==> src/rtl/mem_port_arbiter.sv <==
// Two-port (fetch / load-store) arbiter for the shared unified memory: round-robin grant,
// word stores split into two byte writes. Define MEM_ARB_DATA_PRIORITY_EN for fixed data priority.
module mem_port_arbiter #(
  parameter int ADDR_WIDTH = 16
) (
  input  logic                  clk,
  input  logic                  rst_n,
  input  logic                  f_req,
  input  logic [ADDR_WIDTH-1:0] f_addr,
  output logic                  f_ack,
  output logic [15:0]           f_rdata,
  input  logic                  d_req,
  input  logic                  d_we,
  input  logic                  d_byte,
  input  logic [ADDR_WIDTH-1:0] d_addr,
  input  logic [15:0]           d_wdata,
  output logic                  d_ack,
  output logic [15:0]           d_rdata,
  output logic [ADDR_WIDTH-1:0] mem_addr,
  output logic [7:0]            mem_din,
  output logic                  mem_read,
  output logic                  mem_write,
  input  logic [15:0]           mem_dout
);

  typedef enum logic [1:0] {
    IDLE  = 2'd0,
    RD    = 2'd1,
    WR_LO = 2'd2,
    WR_HI = 2'd3
  } state_t;

  state_t                state_reg, state_next;
  logic                  sel_data_reg, sel_data_next;
  logic                  byte_reg, byte_next;
  logic [7:0]            wdata_hi_reg, wdata_hi_next;
  logic                  f_ack_reg, f_ack_next;
  logic                  d_ack_reg, d_ack_next;
  logic [15:0]           f_rdata_reg, f_rdata_next;
  logic [15:0]           d_rdata_reg, d_rdata_next;
  logic [ADDR_WIDTH-1:0] mem_addr_reg, mem_addr_next;
  logic [7:0]            mem_din_reg, mem_din_next;
  logic                  mem_read_reg, mem_read_next;
  logic                  mem_write_reg, mem_write_next;

  logic f_cand, d_cand, grant_data;

`ifndef MEM_ARB_DATA_PRIORITY_EN
  // 1 = data port was granted most recently
  logic last_grant_reg, last_grant_next;
`endif

  // A port whose ack is high this cycle is presenting a fresh request that must wait a cycle.
  always_comb begin
    f_cand = f_req & ~f_ack_reg;
    d_cand = d_req & ~d_ack_reg;
    if (f_cand && d_cand) begin
`ifdef MEM_ARB_DATA_PRIORITY_EN
      grant_data = 1'b1;
`else
      grant_data = ~last_grant_reg;
`endif
    end else begin
      grant_data = d_cand;
    end
  end

  always_comb begin
    state_next     = state_reg;
    sel_data_next  = sel_data_reg;
    byte_next      = byte_reg;
    wdata_hi_next  = wdata_hi_reg;
    f_ack_next     = 1'b0;
    d_ack_next     = 1'b0;
    f_rdata_next   = f_rdata_reg;
    d_rdata_next   = d_rdata_reg;
    mem_addr_next  = mem_addr_reg;
    mem_din_next   = mem_din_reg;
    mem_read_next  = 1'b0;
    mem_write_next = 1'b0;
`ifndef MEM_ARB_DATA_PRIORITY_EN
    last_grant_next = last_grant_reg;
`endif

    unique case (state_reg)
      IDLE: begin
        if (f_cand || d_cand) begin
          sel_data_next = grant_data;
`ifndef MEM_ARB_DATA_PRIORITY_EN
          last_grant_next = grant_data;
`endif
          mem_addr_next = grant_data ? d_addr : f_addr;
          if (grant_data && d_we) begin
            state_next     = WR_LO;
            byte_next      = d_byte;
            wdata_hi_next  = d_wdata[15:8];
            mem_din_next   = d_wdata[7:0];
            mem_write_next = 1'b1;
          end else begin
            state_next    = RD;
            mem_read_next = 1'b1;
          end
        end
      end

      RD: begin
        if (sel_data_reg) begin
          d_rdata_next = mem_dout;
          d_ack_next   = 1'b1;
        end else begin
          f_rdata_next = mem_dout;
          f_ack_next   = 1'b1;
        end
        state_next = IDLE;
      end

      WR_LO: begin
        if (byte_reg) begin
          d_ack_next = 1'b1;
          state_next = IDLE;
        end else begin
          // High byte goes to the next address, wrapping at the top of memory.
          mem_addr_next  = mem_addr_reg + ADDR_WIDTH'(1);
          mem_din_next   = wdata_hi_reg;
          mem_write_next = 1'b1;
          state_next     = WR_HI;
        end
      end

      WR_HI: begin
        d_ack_next = 1'b1;
        state_next = IDLE;
      end

      default: state_next = IDLE;
    endcase
  end

  always_ff @(posedge clk) begin
    if (!rst_n) begin
      state_reg     <= IDLE;
      sel_data_reg  <= 1'b0;
      byte_reg      <= 1'b0;
      wdata_hi_reg  <= 8'h00;
      f_ack_reg     <= 1'b0;
      d_ack_reg     <= 1'b0;
      f_rdata_reg   <= 16'h0000;
      d_rdata_reg   <= 16'h0000;
      mem_addr_reg  <= '0;
      mem_din_reg   <= 8'h00;
      mem_read_reg  <= 1'b0;
      mem_write_reg <= 1'b0;
`ifndef MEM_ARB_DATA_PRIORITY_EN
      last_grant_reg <= 1'b1;
`endif
    end else begin
      state_reg     <= state_next;
      sel_data_reg  <= sel_data_next;
      byte_reg      <= byte_next;
      wdata_hi_reg  <= wdata_hi_next;
      f_ack_reg     <= f_ack_next;
      d_ack_reg     <= d_ack_next;
      f_rdata_reg   <= f_rdata_next;
      d_rdata_reg   <= d_rdata_next;
      mem_addr_reg  <= mem_addr_next;
      mem_din_reg   <= mem_din_next;
      mem_read_reg  <= mem_read_next;
      mem_write_reg <= mem_write_next;
`ifndef MEM_ARB_DATA_PRIORITY_EN
      last_grant_reg <= last_grant_next;
`endif
    end
  end

  assign f_ack     = f_ack_reg;
  assign f_rdata   = f_rdata_reg;
  assign d_ack     = d_ack_reg;
  assign d_rdata   = d_rdata_reg;
  assign mem_addr  = mem_addr_reg;
  assign mem_din   = mem_din_reg;
  assign mem_read  = mem_read_reg;
  assign mem_write = mem_write_reg;

endmodule
==> config.mk <==
export PLATFORM = sky130hd
export DESIGN_NAME = mem_port_arbiter
export DESIGN_NICKNAME = d
export VERILOG_FILES = /design/src/rtl/mem_port_arbiter.sv
export SDC_FILE = /design/constraint.sdc
export NUM_CORES = 1
export LEC_CHECK = 0
export CAP_MARGIN = 20
export CORE_AREA = 5 5 90 92
export CTS_CLUSTER_DIAMETER = 40
export DETAILED_ROUTE_END_ITERATION = 12
export DIE_AREA = 0 0 95 97
export HOLD_SLACK_MARGIN = 0.12
export MAX_ROUTING_LAYER = met4
export PLACE_DENSITY = 0.84
export SYNTH_ARGS = -nofsm -noshare
export SYNTH_HDL_FRONTEND = slang
export SYNTH_SLANG_ARGS = --single-unit
==> constraint.sdc <==
create_clock -name clk -period 3.65 [get_ports clk]
set_input_delay 0.73 -clock clk [delete_from_list [all_inputs] [get_ports clk]]
set_output_delay 0.73 -clock clk [all_outputs]
set_load 0.05 [all_outputs]
# Word level (Yosys, flattened, before mapping)

Cells that the tools add are included.
Widths: inputs -> output; s select.

Register bits: 73
Input port bits: 70

Reductions and logical operators: 14
Mux-type cells: 22
Eq/ne operators: 6
Add/subtract/negate cells: 1
Bitwise operators: 6

Operators with widths:

| kind                  | count |
|---|---|
| $mux 16               | 3 |
| $pmux 16 s2           | 1 |
| $mux 8                | 3 |
| $add 16x1->16 const B | 1 |
| $pmux 8 s2            | 1 |
| $reduce_and 3->1      | 3 |
| $mux 1                | 8 |
| $reduce_and 2->1      | 4 |
| $mux 2                | 3 |
| $ne 2x2->1 const B    | 3 |
| $pmux 2 s3            | 1 |
| $eq 2x2->1 const B    | 2 |
| $not 1->1             | 4 |
| $reduce_and 4->1      | 1 |
| $pmux 1 s3            | 1 |
| $and 1x1->1           | 2 |
| $eq 2x1->1 const B    | 1 |
| $logic_and 1x1->1     | 2 |
| $logic_not 2->1       | 1 |
| $pmux 1 s2            | 1 |
| $reduce_bool 2->1     | 1 |
| $reduce_or 2->1       | 1 |
| $logic_or 1x1->1      | 1 |

# Longest topological paths before layout

Gate-level depths: netlist of run 1.

Depth in word-level cells: 8
Gate-level depth with buffers: 7
Depth with buffers taken out: 6

# Least setup slack after synthesis of run 1

OpenSTA, ideal clock, no wires.

Kind: flip-flop to flip-flop
Start point: register mem_addr_reg[0], in the netlist mem_addr[0]
End point: register mem_addr_reg[10], in the netlist mem_addr[10]
Period minus slack after synthesis: 2.058 ns
Slack: 1.592 ns
Required time: 3.530 ns
Setup time: 0.120 ns
Arrival: 1.938 ns
Buffers on the path: 0
Stages on the path, launching flop included: 7
Path through: dfxtp_1 ha_1 nand4_1 nor2_1 nand4_1 a22o_1 o31a_1

Cells in the longest elaborated chain, start to end: 3

Ends and longest elaborated chain:

| what                   | RTL line | RTL |
|---|---|---|
| start, declared        | 41       | `logic [ADDR_WIDTH-1:0] mem_addr_reg, mem_addr_next;` |
| start signal, assigned | 165      | `mem_addr_reg <= mem_addr_next;` |
| $add 16x1->16          | 123      | `mem_addr_next = mem_addr_reg + ADDR_WIDTH'(1);` |
| $mux 16                | 118      | `if (byte_reg) begin` |
| $pmux 16 s2            | 85       | `unique case (state_reg)` |

Every way passes these cells. The select of a mux whose other input is x is not followed.
A chain may end at the register's enable or synchronous reset.

# Worst setup path in the final report of run 1

Start point: input port d_req
End point: register mem_addr_reg[0], in the netlist mem_addr[0]

Cells in the longest elaborated chain, start to end: 6
Elaborated cells between the ends (all ways): 9
Classes of those cells: 1 x eq/ne; 4 x mux; 1 x bitwise; 3 x reduce/logical

Ends and longest elaborated chain:

| what              | RTL line | RTL |
|---|---|---|
| start, declared   | 12       | `input logic d_req,` |
| $and 1x1->1 *     | 56       | `d_cand = d_req & ~d_ack_reg;` |
| $logic_and 1x1->1 | 57       | `if (f_cand && d_cand) begin` |
| $mux 1            | 57       |  |
| $mux 16           | 92       | `mem_addr_next = grant_data ? d_addr : f_addr;` |
| $mux 16           | 87       | `if (f_cand \|\| d_cand) begin` |
| $pmux 16 s2       | 85       |  |

Mark *: on every way between the ends. The rest lies on a longest branch, timed or not. The select of a mux whose other input is x is not followed.

==> metrics.txt, run 1 <==
Hold WC Path Type=reg2reg; synthesized net count=roughly 470; crit path max fanout=16; clock network latency to the later pin of the worst-skew pair=approximately 340 ps; Data required, critical path=3860 ps; maxcap violations=0; Slew Limit Fails=0; Final Hold Fails=0; Core Util, Final=66.83%; n_diodes=0; core area=slightly above 7000 um^2; post-synthesis sequential area ratio=about 45%; area of the multi-input gates=~1700 um^2; period utilization=69.49%; via count=3,295; first-pass GRT wire length=roughly 15,000 um; Switch Pwr=between 0.0007 and 0.0008 W; CTS tree=built; number of synthesized flops with an enable pin=0; setup TNS=0 ps; DR pass1 iterations=4; Worst Setup End Kind=register; crit path DAT=between 2000 and 3000 ps; ranking of synthesized cells by area=dfxtp_1 (45%), nand2_1 (11%), a21oi_1 (7.9%); 1st-iter DRT viols=about 100; Post-CTS Setup Bufs=0; sequential cell area=between 1000 and 1500 um^2; Worst-path clk slew=roughly 90 ps; Vias/cell=5.340; critical path class=in2reg; share of post-route cells with drive strength above 1=under 10%; Seq pwr share=a little over two fifths; synth unique cells=a little under 60; Filler cells=632; Synth top cells by count=nand2_1 (93), dfxtp_1 (73), a21oi_1 (52), nor2_1 (31), mux2i_1 (21); Setup-failing EPs final=0; initial antenna violation count=0; Setup Skew=13.27 ps; Routed Antenna Nets=0; Die Area=around 9000 um^2; combinational share of power=between 30% and 40%; post-DP HPWL=roughly 6900 um; cell count after synthesis=a little under 400; Initial Utilization=between 40% and 50%; Mean Syn Cell Area=between 8 and 9 um^2; area grow syn2layout=45.66%; Pint=approximately 0.0014 W; vias in the first global route=around 3,100; Clock Path Buffers=2; Port Buffers=129; clk sink count=73; Final Critical Period=2536 ps; power per cell area=between 400 and 500 nW/um^2; Slew @ Worst Pin=around 740 ps; RSZ-0062 raised after global routing=no; Yosys reg bits=73; synthesized cell area=3274 um^2; Synth top area share=about 45%; run status=finished clean; most frequent cell after synthesis=nand2_1; CTS buffer count=9; final wirelength=9475 um; total power=about 0.0022 W; Syn. warnings=0; Worst setup SP type=input port; Hold-fix buffers, CTS=0; Resize count post-CTS=0; DRC viols=0; IO Pins=130; number of placement rows=31; largest net degree at the start of global routing=40; Max Fclk=between 300 and 400 MHz; GPL Wtd Cong=between 0.8 and 0.9; Primary FF master, synth=dfxtp_1; H-Tree Depth=3; Clk network pwr share=26.7%; routed len/inst=approximately 15 um; Leak Pwr=1.737 nW; Max-slew headroom=a little over 50%; total track usage=between 20% and 30%; post-synth top area cell=dfxtp_1; Net Sw Frac=36.04%; Layout Nets=between 500 and 600; Worst Hold Slack=~460 ps; Max IR drop VDD=about 0.34 mV; Die Wd=~95 um; ys async rst share=0%; total congestion overflow=0; Die H=about 97 um; clock root buffer=clkbuf_8
per-layer routing:
layer | track usage [%] | up-vias | part of all wire (%)
li1 | - | 1615 | -
met1 | 24.24 | 1534 | 42
met2 | 33.95 | 131 | 50
met3 | 3.879 | 15 | 6.2
met4 | 8.546 | 0 | 1.9
met5 | - | - | 0
area by class of cell:
class,count,area share (%)
Clock inverter,5,0.8132
Tap cell,99,2.597
Clock buffer,11,2.964
Multi-Input combinational cell,293,35.13
Sequential cell,73,30.64
Timing Repair Buffer,132,27.54
Inverter,4,0.3148
kinds of logic after synthesis:
group	after synthesis	synth area share, %
simple gates	169	23.39
compound gates	97	19.26
flops	73	44.63
buf+inv	28	4.203
mux	26	8.139
fa+ha+maj	1	0.3821
layout by cell type, fill, tap and decap left out, drive strengths merged, types with 9 or more instances in the layout:
master         Yosys  final
a211oi             9      9
a21oi             52     52
clkbuf            10     11
clkdlybuf4s50      0    129
dfxtp             73     73
mux2i             21     21
nand2             94     94
nand3              9      9
nor2              36     36
o21ai             11     11
power groups by stage:
stage / combinational (W) / clock [W] / sequential [W]
2_1_floorplan: 0.000240 / 0 / 0.00113
3_3_place_gp: 0.000658 / 0 / 0.000945
3_5_place_dp: 0.000669 / 0 / 0.000947
4_1_cts: 0.000671 / 0.000596 / 0.000929
5_1_grt: 0.000709 / 0.000631 / 0.000940
6_report: 0.000668 / 0.000582 / 0.000931
critical path: stages:
cell and delay, ps:
clkdlybuf4s50_1 440, nor2b_1 430, nand2_2 380, mux2_1 410, a221oi_1 290, nor2_1 60
final timing paths:
path	endpoint	startpoint	slack, ps	cells after the start
worst max register to register	mem_addr[7]	state_reg[1]	1340	5
worst max-delay path	mem_addr[0]	d_req	1110	6
worst min register to register	d_rdata[0]	d_rdata[0]	460	2
worst min-delay path	d_rdata[0]	d_rdata[0]	460	2
stage by stage:
stage	instances	setup WS (ps)	area [um^2]
2_1_floorplan	394	1592	3274
3_3_place_gp	601	786.8	4589
3_5_place_dp	601	746.5	4589
4_1_cts	617	1108	4770
5_1_grt	617	980.5	4770
6_report	617	1114	4770
Power figures use the tool's default switching activity.
==> run 2, diff against run 1 <==
--- a/config.mk
+++ b/config.mk
@@ -6,13 +6,13 @@
 export NUM_CORES = 1
 export LEC_CHECK = 0
 export CAP_MARGIN = 20
-export CORE_AREA = 5 5 90 92
+export CORE_AREA = 5 5 94 96
 export CTS_CLUSTER_DIAMETER = 40
 export DETAILED_ROUTE_END_ITERATION = 12
-export DIE_AREA = 0 0 95 97
+export DIE_AREA = 0 0 99 101
 export HOLD_SLACK_MARGIN = 0.12
 export MAX_ROUTING_LAYER = met4
-export PLACE_DENSITY = 0.84
+export PLACE_DENSITY = 0.78
 export SYNTH_ARGS = -nofsm -noshare
 export SYNTH_HDL_FRONTEND = slang
 export SYNTH_SLANG_ARGS = --single-unit
==> constraint.sdc (replaced) <==
create_clock -name clk -period 2.62 [get_ports clk]
set_input_delay 0.524 -clock clk [delete_from_list [all_inputs] [get_ports clk]]
set_output_delay 0.524 -clock clk [all_outputs]
set_load 0.05 [all_outputs]
==> run 2 against run 1 <==
Net effect: hold slack worse by 1.9 ps; sequential cell count unchanged; sequential power grew 39%; total power increased by 43%; die area is 8.5% higher; cell area increased by 2.2%; first-iteration DRC count increased by 38%.
==> metrics.txt, run 2 (synthesized netlist as in run 1, its figures left out) <==
run status=finished clean; Post-CTS Setup Bufs=0; Post-Place Worst Slack=around 240 ps; power per cell area=between 600 and 700 nW/um^2; IO Pins=between 100 and 150; maxcap violations=0; hold path endpoint=d_rdata[9]; Worst R2R End=mem_addr[10]; Die Area=9999 um^2; H-Tree Depth=3; core area=approximately 8000 um^2; FF-to-FF path depth=6; clock root buffer=clkbuf_8; Core Util, Final=between 60% and 70%; largest stage delay on the critical path=about 870 ps; Crit Reg-Reg Startpoint=mem_addr[0]; Max Fclk=roughly 450 MHz; CTS tree=built; area grow syn2layout=48.87%; number of placement rows=33; setup TNS=0 ps; final wirelength=9679 um; n_diodes=0; Routed Antenna Nets=0; slowest cell on the critical path=clkdlybuf4s50_1; clk sink count=between 70 and 80; Layout Nets=between 500 and 600; Die Wd=99 um; DRC viols=0; Hold Crit Depth=2; Setup Skew=between 8 and 9 ps; first-pass GRT wire length=~15,000 um; Max IR drop VDD=roughly 0.38 mV; crit path max fanout=7; via count=around 3,300; Final Hold Fails=0; CP Buf/Inv Count=1; CTS buffer count=9; share of post-route cells with drive strength above 1=between 9 and 10%; worst setup margin=395.8 ps; 1st-iter DRT viols=between 100 and 150; Post-Layout Cell Count=between 600 and 700; Slew @ Worst Pin=725.6 ps; crit path DAT=1700 ps; vias in the first global route=between 3,000 and 4,000; Leak Pwr=approximately 1.8 nW; hold path start=d_rdata[9]; commonest non-fill, non-tap cells in the layout=clkdlybuf4s50_1 (129), nand2_1 (93), dfxtp_1 (73), a21oi_1 (52), nor2_1 (31); largest net degree at the start of global routing=27; Slew Limit Fails=0; R2R Setup Slk=750 ps; Worst setup SP type=register; Die H=roughly 100 um; GPL Wtd Cong=about 0.89; total track usage=between 10% and 20%; Worst Setup End Kind=output port; clock network latency to the later pin of the worst-skew pair=about 330 ps; routed len/inst=15.29 um; total congestion overflow=0; RSZ-0062 raised after global routing=no; Hold WC Path Type=reg2reg; CP delay by family, top=buffers and inverters; Max-slew headroom=between 50% and 60%; Data required, critical path=between 2000 and 2500 ps; Worst-path clk slew=~80 ps; Clock Path Buffers=2; Setup-failing EPs final=0; dpl cells=around 600; total power=between 0.003 and 0.004 W; Hold-fix buffers, CTS=0; Vias/cell=5.204; Initial Utilization=about two fifths; Port Buffers=129; post-DP HPWL=about 7300 um; Final Critical Period=between 2000 and 2500 ps; commonest non-fill, non-tap cell in the layout=clkdlybuf4s50_1; period utilization=84.89%; critical path class=reg2out; CP Cell Sequence=clkdlybuf4s50_1; Resize count post-CTS=0; DR pass1 iterations=4; initial antenna violation count=0
## run 2: cell types whose count changed in the layout (fill, tap and decap cells not counted)
cell / change
inv_6: -2
clkinvlp_4: +1
bufinv_16: +1
buf_4: +11
clkinv_2: -1
## run 2: stage by stage
step           area, um^2  hold WS (ps)
2_1_floorplan        3274         437.5
3_3_place_gp         4679         442.7
3_5_place_dp         4679         447.6
4_1_cts              4875         458.7
5_1_grt              4875         469.0
6_report             4875         454.5
## run 2: area by class of cell
class	instances	area [um^2]
well taps	105	131.4
repair buffers	143	1396
inverters	4	15.01
flip-flops and latches	73	1461
fillers	677	3094
clock inverters	4	53.80
clock buffers	11	141.4
multi-input cells	293	1675
## run 2: report_power, final
part	internal, W	total [W]	switching, W
clock	0.000463	0.000864	0.000401
sequential	0.00120	0.00129	0.0000807
combinational	0.000383	0.000974	0.000591
## run 2: routing by layer
layer	wire [um]	global-route usage, %	part of all wire, %	vias up
met2	4863	31.97	50	114
met4	158	7.143	1.6	0
li1	-	-	-	1638
met1	4040	24.39	42	1527
met5	0	-	0	-
met3	616	3.806	6.4	15
## run 2: worst max-delay path by stage
stage | startpoint | cells after the start | endpoint
global route | mem_addr[11] | 1 | mem_addr[11]
global placement | d_req | 7 | mem_addr[7]
finish | mem_addr[11] | 1 | mem_addr[11]
detailed placement | d_req | 7 | mem_addr[7]
floorplan | mem_addr[0] | 6 | mem_addr[10]
CTS | mem_addr[11] | 1 | mem_addr[11]
==> run 3, diff against run 2 <==
--- a/config.mk
+++ b/config.mk
@@ -6,13 +6,13 @@
 export NUM_CORES = 1
 export LEC_CHECK = 0
 export CAP_MARGIN = 20
-export CORE_AREA = 5 5 94 96
+export CORE_AREA = 5 5 98 100
 export CTS_CLUSTER_DIAMETER = 40
 export DETAILED_ROUTE_END_ITERATION = 12
-export DIE_AREA = 0 0 99 101
+export DIE_AREA = 0 0 103 105
 export HOLD_SLACK_MARGIN = 0.12
 export MAX_ROUTING_LAYER = met4
-export PLACE_DENSITY = 0.78
+export PLACE_DENSITY = 0.75
 export SYNTH_ARGS = -nofsm -noshare
 export SYNTH_HDL_FRONTEND = slang
 export SYNTH_SLANG_ARGS = --single-unit
==> constraint.sdc (replaced) <==
create_clock -name clk -period 1.95 [get_ports clk]
set_input_delay 0.39 -clock clk [delete_from_list [all_inputs] [get_ports clk]]
set_output_delay 0.39 -clock clk [all_outputs]
set_load 0.05 [all_outputs]
==> run 3 against run 2 <==
Net effect: cell count is 3.3% higher; clock skew is 2.7 ps higher; routed wire length is 3.7% higher; combinational power is 39% higher; critical path depth stayed put; sequential share of layout area is 0.66 points lower; register-to-register slack worse by 540 ps; die area is 8.2% higher; largest cell class unchanged; largest power group unchanged; highest routed layer unchanged.
==> metrics.txt, run 3 (synthesized netlist as in run 1, its figures left out) <==
FF-to-FF path depth=6; Initial Utilization=between 30% and 40%; critical path class=reg2out; CTS buffer count=9; final wirelength=around 10,000 um; Crit Reg-Reg Startpoint=mem_addr[0]; Seq pwr share=between 40% and 50%; worst setup margin=29.24 ps; commonest non-fill, non-tap cell in the layout=clkdlybuf4s50_1; Routed Antenna Nets=0; Worst-path clk slew=around 90 ps; Worst setup SP type=register; hold path start=f_rdata[8]; Filler cells=770; sequential cell area=between 1000 and 1500 um^2; post-DP HPWL=between 7000 and 8000 um; CP Cell Sequence=clkdlybuf4s50_1; setup TNS=0 ps; Clock Path Buffers=2; area grow syn2layout=52.50%; Die H=between 100 and 150 um; Leak Pwr=just under 2 nW; DR pass1 iterations=4; n_diodes=0; cell area after layout=~5000 um^2; total congestion overflow=0; Die Area=around 11,000 um^2; IO Pins=130; crit path max fanout=2; Switch Pwr=0.001501 W; run status=finished clean; Die Wd=roughly 100 um; Max Fclk=around 520 MHz; largest net degree at the start of global routing=43; cell count along the critical path=1; 1st-iter DRT viols=200; Final Hold Fails=0; Data required, critical path=between 1500 and 2000 ps; combinational share of power=roughly a third; share of post-route cells with drive strength above 1=about 15%; H-Tree Depth=3; Max IR drop VDD=0.4262 mV; vias in the first global route=3,365; R2R Setup Slk=about 210 ps; maxcap violations=0; GPL Wtd Cong=about 0.89; commonest non-fill, non-tap cells in the layout=clkdlybuf4s50_1 (108), nand2_1 (93), dfxtp_1 (71), a21oi_1 (52), buf_4 (42); Hold-fix buffers, CTS=0; Vias/cell=between 5 and 6; clk sink count=73; total track usage=about a fifth; largest stage delay on the critical path=830 ps; crit path DAT=around 1500 ps; critical path startpoint=d_rdata[7]; area of the multi-input gates=1675 um^2; initial antenna violation count=0; clock network latency to the later pin of the worst-skew pair=340 ps; CP delay by family, top=buffers and inverters; Final Critical Period=1921 ps; crit path to=d_rdata[7]; Post-Place Worst Slack=-152.7 ps; Post-CTS Setup Bufs=0; Setup-failing EPs final=0; Max-slew headroom=a little over half; via count=3,395; Clk network pwr share=about a quarter; Slew Limit Fails=0; first-pass GRT wire length=between 15,000 and 20,000 um; core area=about 8600 um^2; Slew @ Worst Pin=between 600 and 700 ps; CP Buf/Inv Count=1; clock root buffer=clkbuf_8; CTS tree=built; routed len/inst=approximately 15 um; period utilization=between 90% and 100%; Worst R2R End=mem_addr[10]; Layout Nets=612; Setup Skew=approximately 11 ps; area post-placement=4816 um^2; Net Sw Frac=between 30 and 40%; Hold WC Path Type=reg2reg; number of placement rows=34; Pint=around 0.0026 W; slowest cell on the critical path=clkdlybuf4s50_1; power per cell area=828.9 nW/um^2; Worst Setup End Kind=output port; DRC viols=0; RSZ-0062 raised after global routing=no; Port Buffers=~130
run 3: through the flow:
step | utilization, % | power, W | cells | hold slack [ps]
2_1_floorplan | - | 0.002567 | 394 | 437.5
3_3_place_gp | 56.04 | 0.003106 | 638 | 440.8
3_5_place_dp | 56.04 | 0.003129 | 638 | 447.1
4_1_cts | 57.99 | 0.004174 | 654 | 457.8
5_1_grt | 58.11 | 0.004330 | 654 | 475.7
6_report | 58.11 | 0.004139 | 654 | 454.6
run 3: power groups by stage:
stage | clock [W] | sequential, W | combinational [W]
floorplan | 0 | 0.00212 | 0.000450
global placement | 0 | 0.00176 | 0.00135
detailed placement | 0 | 0.00176 | 0.00137
CTS | 0.00108 | 0.00173 | 0.00137
global route | 0.00113 | 0.00175 | 0.00145
finish | 0.00105 | 0.00173 | 0.00135
run 3: area by class of cell:
cell class | count | share of cell area [%]
Sequential cell | 73 | 29.32
Multi-Input combinational cell | 293 | 33.55
Clock buffer | 10 | 2.556
Clock inverter | 6 | 0.8770
Inverter | 4 | 0.3007
Tap cell | 108 | 2.706
Timing Repair Buffer | 160 | 30.69
run 3: routing by layer:
layer  GRT usage (%)  part of all wire (%)  routed length, um  vias up
met5               -                     0                  0        -
met4           6.660                   1.7                171        0
met3           4.131                   7.1                717       15
met2           31.71                    50               5057      110
met1           21.57                    41               4093     1593
li1                -                     -                  -     1677
run 3: tightest hold or removal path: cells and delay by family, from the launching register on:
| kind | cells | cell delay [ps] |
|---|---|---|
| AOI/OAI and AO/OA | 1 | 50 |
| DFF | 1 | 310 |
| and+or+nand+nor | 1 | 50 |
run 3: worst min path at each step:
| stage | end | slack [ps] | depth (start not counted) |
|---|---|---|---|
| after detailed placement | f_rdata[8] | 450 | 2 |
| after CTS | f_rdata[8] | 460 | 2 |
| after global routing | d_rdata[6] | 480 | 2 |
| after global placement | f_rdata[8] | 440 | 2 |
| final | f_rdata[8] | 450 | 2 |
| after floorplan | last_grant_reg | 440 | 2 |
run 3: timing repair:
| action | CTS | global route |
|---|---|---|
| gates cloned | 0 | 0 |
| resized for setup | 3 | 4 |
| endpoints found under the setup margin | 3 | 4 |
